[config.mk]
export PLATFORM = sky130hd
export DESIGN_NAME = des_final_permutation_tx_flat
export DESIGN_NICKNAME = d
export VERILOG_FILES = /design/src/rtl/des_pkg.sv /design/src/rtl/des_final_permutation_tx_if.sv /design/src/rtl/des_inverse_permutation.sv /design/src/rtl/des_final_permutation_tx.sv /design/src/flat_wrapper.sv
export SDC_FILE = /design/constraint.sdc
export NUM_CORES = 1
export LEC_CHECK = 0
export CAP_MARGIN = 20
export CELL_PAD_IN_SITES_DETAIL_PLACEMENT = 1
export CELL_PAD_IN_SITES_GLOBAL_PLACEMENT = 1
export CORE_UTILIZATION = 40
export DETAILED_ROUTE_END_ITERATION = 10
export GPL_TIMING_DRIVEN = 0
export PLACE_DENSITY_LB_ADDON = 0.3
export SYNTH_ARGS = -nofsm -noshare
export SYNTH_HDL_FRONTEND = slang
export SYNTH_SLANG_ARGS = --single-unit
[constraint.sdc]
create_clock -name clk -period 2.7 [get_ports clk]
set_input_delay 0.54 -clock clk [delete_from_list [all_inputs] [get_ports clk]]
set_output_delay 0.54 -clock clk [all_outputs]
set_load 0.01 [all_outputs]
[src/rtl/des_pkg.sv]
`default_nettype none
// +------------------------------------------------------------------+
// | des_pkg: shared DES types, permutation tables and byte helper.   |
// | Revision: 1.0                                                    |
// +------------------------------------------------------------------+
package des_pkg;

  // DES numbering: bit 1 is the MSB, so DES bit k of a [N:1] bus sits at index N+1-k.
  typedef logic [64:1] des_block_t;
  typedef logic [32:1] des_half_t;
  typedef logic [8:1]  des_byte_t;

  typedef enum logic [0:0] {
    ST_IDLE = 1'b0,
    ST_SEND = 1'b1
  } tx_state_t;

  localparam int BYTES_PER_BLOCK = 8;

  localparam int IP_TABLE [64] = '{
    58, 50, 42, 34, 26, 18, 10, 2,
    60, 52, 44, 36, 28, 20, 12, 4,
    62, 54, 46, 38, 30, 22, 14, 6,
    64, 56, 48, 40, 32, 24, 16, 8,
    57, 49, 41, 33, 25, 17,  9, 1,
    59, 51, 43, 35, 27, 19, 11, 3,
    61, 53, 45, 37, 29, 21, 13, 5,
    63, 55, 47, 39, 31, 23, 15, 7
  };

  localparam int FP_TABLE [64] = '{
    40, 8, 48, 16, 56, 24, 64, 32,
    39, 7, 47, 15, 55, 23, 63, 31,
    38, 6, 46, 14, 54, 22, 62, 30,
    37, 5, 45, 13, 53, 21, 61, 29,
    36, 4, 44, 12, 52, 20, 60, 28,
    35, 3, 43, 11, 51, 19, 59, 27,
    34, 2, 42, 10, 50, 18, 58, 26,
    33, 1, 41,  9, 49, 17, 57, 25
  };

  // Byte n holds DES bits 8n+1 .. 8n+8.
  function automatic des_byte_t des_get_byte(input des_block_t blk, input logic [2:0] n);
    des_byte_t b;
    b = '0;
    for (int i = 0; i < BYTES_PER_BLOCK; i++) begin
      if (n == 3'(i)) begin
        b = blk[64 - 8*i -: 8];
      end
    end
    return b;
  endfunction

endpackage
`default_nettype wire

[src/rtl/des_final_permutation_tx_if.sv]
`default_nettype none
// +------------------------------------------------------------------+
// | des_final_permutation_tx_if: round-16 input and byte stream bus. |
// | Revision: 1.0                                                    |
// +------------------------------------------------------------------+
interface des_final_permutation_tx_if
  import des_pkg::*;
#(
  parameter int CNT_W = 16
);
  logic             in_valid;
  logic             in_ready;
  des_half_t        l16;
  des_half_t        r16;
  logic             out_valid;
  logic             out_ready;
  des_byte_t        out_byte;
  logic             out_last;
  logic [CNT_W-1:0] blocks_done;

  modport master (
    output in_valid, l16, r16, out_ready,
    input  in_ready, out_valid, out_byte, out_last, blocks_done
  );

  modport slave (
    input  in_valid, l16, r16, out_ready,
    output in_ready, out_valid, out_byte, out_last, blocks_done
  );
endinterface
`default_nettype wire

[src/rtl/des_inverse_permutation.sv]
`default_nettype none
// +------------------------------------------------------------------+
// | des_inverse_permutation: combinational IP^-1, preoutput->cipher. |
// | Revision: 1.0                                                    |
// +------------------------------------------------------------------+
module des_inverse_permutation
  import des_pkg::*;
(
  input  des_block_t i_preout,
  output des_block_t o_cipher
);

  for (genvar gi = 1; gi <= 64; gi++) begin : g_fp
    assign o_cipher[65 - gi] = i_preout[65 - FP_TABLE[gi - 1]];
  end

endmodule
`default_nettype wire

[src/rtl/des_final_permutation_tx.sv]
`default_nettype none
// +------------------------------------------------------------------+
// | des_final_permutation_tx: swap + IP^-1, then 8-byte stream out.  |
// | Revision: 1.0                                                    |
// +------------------------------------------------------------------+
module des_final_permutation_tx
  import des_pkg::*;
#(
  parameter bit LSB_FIRST = 1'b0,
  parameter int CNT_W     = 16
) (
  input  logic                        clk,
  input  logic                        rst_n,
  des_final_permutation_tx_if.slave   s_if
);

  tx_state_t        r_state;
  logic [2:0]       r_idx;
  des_block_t       r_blk;
  logic [CNT_W-1:0] r_blocks_done;

  des_block_t       w_preout;
  des_block_t       w_cipher;
  logic             w_send;
  logic             w_last_idx;
  logic             w_in_ready;
  logic             w_accept;
  logic [2:0]       w_sel;

  // The L/R swap happens here: R16 forms the upper half of the preoutput.
  assign w_preout = {s_if.r16, s_if.l16};

  des_inverse_permutation u_fp (
    .i_preout (w_preout),
    .o_cipher (w_cipher)
  );

  assign w_send     = (r_state == ST_SEND);
  assign w_last_idx = (r_idx == 3'd7);
  // Ready during the final byte's handshake lets the next block follow with no bubble.
  assign w_in_ready = !w_send || (w_last_idx && s_if.out_ready);
  assign w_accept   = s_if.in_valid && w_in_ready;
  assign w_sel      = LSB_FIRST ? (3'd7 - r_idx) : r_idx;

  assign s_if.in_ready    = w_in_ready;
  assign s_if.out_valid   = w_send;
  assign s_if.out_last    = w_send && w_last_idx;
  assign s_if.out_byte    = w_send ? des_get_byte(r_blk, w_sel) : '0;
  assign s_if.blocks_done = r_blocks_done;

  always_ff @(posedge clk or negedge rst_n) begin
    if (!rst_n) begin
      r_state       <= ST_IDLE;
      r_idx         <= 3'd0;
      r_blk         <= '0;
      r_blocks_done <= '0;
    end else begin
      case (r_state)
        ST_IDLE: begin
          if (w_accept) begin
            r_blk   <= w_cipher;
            r_idx   <= 3'd0;
            r_state <= ST_SEND;
          end
        end
        ST_SEND: begin
          if (s_if.out_ready) begin
            if (w_last_idx) begin
              r_blocks_done <= r_blocks_done + 1'b1;
              r_idx         <= 3'd0;
              if (w_accept) begin
                r_blk <= w_cipher;
              end else begin
                r_state <= ST_IDLE;
              end
            end else begin
              r_idx <= r_idx + 3'd1;
            end
          end
        end
        default: begin
          r_state <= ST_IDLE;
          r_idx   <= 3'd0;
        end
      endcase
    end
  end

endmodule
`default_nettype wire

[src/flat_wrapper.sv]
// flat-port wrapper written by rule: the top's interface ports become plain ports
module des_final_permutation_tx_flat import des_pkg::*;
#(
  parameter bit LSB_FIRST = 1'b0,
  parameter int CNT_W     = 16
)
  (clk, rst_n, s_if_in_valid, s_if_l16, s_if_r16, s_if_out_ready, s_if_in_ready, s_if_out_valid, s_if_out_byte, s_if_out_last, s_if_blocks_done);
  des_final_permutation_tx_if #(.CNT_W(CNT_W)) s_if_i ();
  input  logic clk;
  input  logic rst_n;
  input wire logic [$bits(s_if_i.in_valid)-1:0] s_if_in_valid;
  input wire logic [$bits(s_if_i.l16)-1:0] s_if_l16;
  input wire logic [$bits(s_if_i.r16)-1:0] s_if_r16;
  input wire logic [$bits(s_if_i.out_ready)-1:0] s_if_out_ready;
  output wire logic [$bits(s_if_i.in_ready)-1:0] s_if_in_ready;
  output wire logic [$bits(s_if_i.out_valid)-1:0] s_if_out_valid;
  output wire logic [$bits(s_if_i.out_byte)-1:0] s_if_out_byte;
  output wire logic [$bits(s_if_i.out_last)-1:0] s_if_out_last;
  output wire logic [$bits(s_if_i.blocks_done)-1:0] s_if_blocks_done;
  assign s_if_i.in_valid = s_if_in_valid;
  assign s_if_i.l16 = s_if_l16;
  assign s_if_i.r16 = s_if_r16;
  assign s_if_i.out_ready = s_if_out_ready;
  assign s_if_in_ready = s_if_i.in_ready;
  assign s_if_out_valid = s_if_i.out_valid;
  assign s_if_out_byte = s_if_i.out_byte;
  assign s_if_out_last = s_if_i.out_last;
  assign s_if_blocks_done = s_if_i.blocks_done;
  des_final_permutation_tx #(.LSB_FIRST(LSB_FIRST), .CNT_W(CNT_W)) u_core (.clk(clk), .rst_n(rst_n), .s_if(s_if_i));
endmodule
### Word-level counts from Yosys, hierarchy flattened

Cells that the tools add are included.

* register bits after elaboration: 84
* bits in latches: 0
* input port bits: 68
* bits in read-only memories: 0
* memories: 0
* bits in writable memories: 0

* reductions and logical operators: 9
* add/subtract/negate cells: 2
* div/mod/pow operators: 0
* magnitude comparators: 0
* shift operators: 0
* multiply operators: 0
* muxes and demuxes: 21
* equal/unequal tests: 10
* bitwise gates (word level): 1

Operator list (count)
* $mux W64: 3
* $pmux W64 S2: 1
* $mux W8: 9
* $add A16 B1 Y16 const B: 1
* $eq A3 B3 Y1 const B: 4
* $mux W3: 3
* $eq A3 B2 Y1 const B: 2
* $pmux W3 S2: 1
* $ne A2 B2 Y1 const B: 2
* $reduce_and A2 Y1: 2
* $add A3 B1 Y3 const B: 1
* $eq A3 B1 Y1 const B: 1
* $logic_and A1 B1 Y1: 3
* $logic_not A3 Y1: 1
* $mux W1: 3
* $reduce_and A3 Y1: 1
* $ne A2 B1 Y1 const B: 1
* $pmux W1 S2: 1
* $logic_not A1 Y1: 1
* $logic_or A1 B1 Y1: 1
* $not A1 Y1: 1

### Logic depth before layout (Yosys ltp)

Gate-level depths: netlist (run 1).

* depth after elaboration: 10
* mapped depth: 10
* gate-level depth less buffers: 6

### Cells and area by module

A second synthesis (run 1) with hierarchy kept.

* cells, all modules: 375
* area total of the unflattened synthesis: 4814.6 µm²

By module, submodules not included
* des_final_permutation_tx: cells each 311, area an instance 4334.2 µm², sequential area each 2102.0 µm², times used 1
* des_inverse_permutation: cells each 64, area an instance 480.5 µm², sequential area each 0.0 µm², times used 1

### Least setup slack after synthesis (run 1)

OpenSTA, ideal clock, no wires.

* path kind: register to output
* start: register u_core.r_idx[2]
* end: output s_if_out_byte[0]
* path slack: 0.105 ns
* stages on the path, launching flop included: 11
* arrival: 2.055 ns
* required time: 2.160 ns
* cell sequence: dfrtp_1 buf_2 buf_1 inv_1 ha_1 buf_2 or2_1 clkbuf_2 a221oi_1 a221o_1 a32o_1

* cells in the longest elaborated chain, start to end: 10
* elaborated cells on any way between the ends: 17

RTL lines
* start: declaration: RTL line des_final_permutation_tx.sv:18 `logic [2:0] r_idx;`
* start signal: assignment: RTL line des_final_permutation_tx.sv:77 `r_idx <= r_idx + 3'd1;`
* $logic_not A3 Y1: RTL line des_pkg.sv:47 `if (n == 3'(i)) begin`
* $mux W8 (7 in a row): RTL line des_pkg.sv:47
* $mux W8 (*): RTL line des_pkg.sv:47
* $mux W8 (*): RTL line des_final_permutation_tx.sv:48 `assign s_if.out_byte = w_send ? des_get_byte(r_blk, w_sel) : '0;`
* end: declaration: RTL line flat_wrapper.sv:17 `output wire logic [$bits(s_if_i.out_byte)-1:0] s_if_out_byte;`

Mark *: on every way between the ends. The rest lies on a longest branch, timed or not.

### Worst setup path after layout (run 1)

* start: register u_core.r_idx[0]
* end: output s_if_out_byte[1]

The elaborated chain is that of the path after synthesis.

==> reports/metrics.cfg, run 1 <==
[synthesis]
seq_area_frac_synth = 0.517
synth_area_per_cell_um2 = 12.7
synthFlopType = dfrtp_1
synth_cell_types = 41
synthTopCellsByArea = dfrtp_1 52%, mux2_2 18%, xnor2_1 2.6%
synth_top_area_share = 0.517
yosys.area.top_type = dfrtp_1
ys_async_sr_fraction = 1.00
syn_area_mm2 = 0.00407
ys_ff_latch = 84
syn-num-nets = 396
syn_inst = 321
synth-edff-count = 0
yosys_warnings = 0

[place]
io_buffers = 94
place.gp.congestion = 0.833
place_area_mm2 = 0.00520
dp_cells = 549
hpwlAfterDp_um = 7770

[critical_path]
critPathRequiredTime_ps = 2160
arrival_ps = 2340
startpoint_type = flop
path_delay_family = compound AO/OA/AOI/OAI gates
path_buf_inv = 2
path_cells = ha_4, ha_4, or2_4, buf_6, a221oi_4, a221o_1, a32o_2, buf_6
critical-path-slowest-cell = dfrtp_2
end_kind = output pin
critPathKind = reg2out
cp_max_fo = 5
critical_path.max_stage_delay_ps = 470

[timing]
hold_violations = 0
max_slew_margin = 0.689
slew_violations = 0
setup_slack_ps = -181
fmax_ghz = 0.347
fin_worst_skew_ps = 11.4
tightest_slew_ps = 466
min_period_over_period = 1.07
fin_crit_ps = 2880
setup_viol = 9
rsz0062_at_grt = true

[power]
ir_worst_vdd_mv = 0.464
cellPowerDensity_mw_per_mm2 = 1070
p_leak_nw = 2.54
power_w = 0.00621

[die]
ios = 95
dieArea_mm2 = 0.0106
die_w_um = 103
initial_core_util = 0.414
die_y_um = 103
rows = 36
core_mm2 = 0.00982

[final_layout]
area.growth.synth_to_final_pct = 43.2
final_cells = 582
mostFrequentLayoutCells = 85 x clkdlybuf4s50_1, 82 x dfrtp_1, 65 x mux2_2
layout_commonest_cell = clkdlybuf4s50_1
n_antenna_cell = 0
layout.nets = 519
post-route-cell-area_mm2 = 0.00582
drive_gt1_frac = 0.367
fill_cells = 1021

[detailed_routing]
via_per_inst = 5.42
drc = 0
drtPass1Iterations = 4
wirelength_um = 12000
ant_nets = 0
drtIter0Drc = 140
wl_per_cell_um = 20.7
num_vias = 3157

[clock_tree]
clock_path_buffers = 2
clk_latency_ps = 370
htreeDepth = 3
cts_root_buf = clkbuf_8
cts.sinks = 84
tritoncts = done
clkSlewWorstSetupHoldPaths_ps = 100
numCtsBuffers = 9

[global_routing]
grt_pass1_vias = 3456
grt_usage = 0.246
gr-total-overflow = 0
grt_max_degree = 52
antenna_found_initial = 0
grt_pass1_wl_um = 18900

[outcome]
status = finished with violations
violations = negative setup slack

[job]
maxCapViolCount = 0

[min_path]
min_path_type = in2async

## power breakdown
part | internal [W] | total (W) | switching, W | leakage (nW)
sequential | 0.00177 | 0.00217 | 0.000395 | 1.04
clock | 0.000575 | 0.00106 | 0.000488 | 0.120
combinational | 0.00164 | 0.00298 | 0.00134 | 1.37
## through the flow
step | utilization | hold WS (ps) | TNS (ps) | setup slack (ps)
floorplan | - | 244 | 0 | 105
global placement | 0.527 | 462 | -172330 | -1980
detailed placement | 0.529 | 463 | -6370 | -862
CTS | 0.589 | 128 | -752 | -125
global route | 0.593 | 146 | -1630 | -262
finish | 0.593 | 104 | -1030 | -181
## cell usage after synthesis (all sizes together), types with 2 or more instances
library cell  instances
a211o                 8
a21oi                 8
a221o                 7
a221oi                9
a32o                  8
and3                  2
buf                  14
clkbuf                9
dfrtp                84
ha                    7
inv                  14
mux2                 65
nand2                18
nand2b                2
nand3                10
nand3b                8
nand4                 3
nor2                  4
o211ai                7
o21ai                 3
o22ai                 7
or2                   2
xnor2                12
xor2                  3
## metal layers
layer | vias up | wire length, um | GRT usage
met5 | - | 0 | 0
met4 | 0 | 293 | 0.102
met1 | 1624 | 5140 | 0.314
met2 | 91 | 6180 | 0.422
met3 | 23 | 427 | 0.0339
li1 | 1419 | - | -
## area by class of cell
class	instances	area, um^2	area share
Buffer	19	204	0.0350
Clock buffer	11	151	0.0260
Clock inverter	5	82.6	0.0142
Inverter	14	52.6	0.00903
Multi-Input combinational cell	200	1920	0.330
Sequential cell	84	2100	0.362
Tap cell	133	166	0.0286
Timing Repair Buffer	116	1140	0.195
## registers in the layout, indices dropped and copies added (netlist names)
register                 cells
u_core.r_blk                64
u_core.s_if.out_valid        1
u_core.r_idx                 3
u_core.s_if.blocks_done     16
## final timing paths
path	from	end	slack (ps)	cells after the start
max	u_core.r_idx[0]	s_if_out_byte[1]	-180	8
min	rst_n	u_core.r_blk[58]	100	1
max reg2reg	u_core.r_idx[0]	u_core.r_blk[1]	540	7
min reg2reg	u_core.s_if.blocks_done[15]	u_core.s_if.blocks_done[15]	470	1
max in group asynchronous	rst_n	u_core.r_idx[1]	1970	2
min in group clk	u_core.s_if.blocks_done[15]	u_core.s_if.blocks_done[15]	470	1
## timing repair
item / 4_1_cts / 5_1_grt
hold buffers: 0 / 0
endpoints found under the setup margin: 9 / 9
resized for setup: 92 / 6
buffers inserted: 18 / 2
gates cloned: 1 / 0
pin swaps: 16 / 4
## cell families after synthesis
family	share of synthesized area
XOR/XNOR	0.0323
buffers and inverters	0.0560
multiplexers	0.183
flip-flops	0.517
adder cells (fa/ha/maj)	0.0215
AO/OA/AOI/OAI	0.115
AND/OR/NAND/NOR	0.0751
Note: power is estimated with default switching activity, not from simulation.
==> run 2: changes to the inputs <==
ABC_AREA = 0   (was not set)
==> results of run 2 <==
No change in the layout: final DEF, timing and power equal those of run 1.
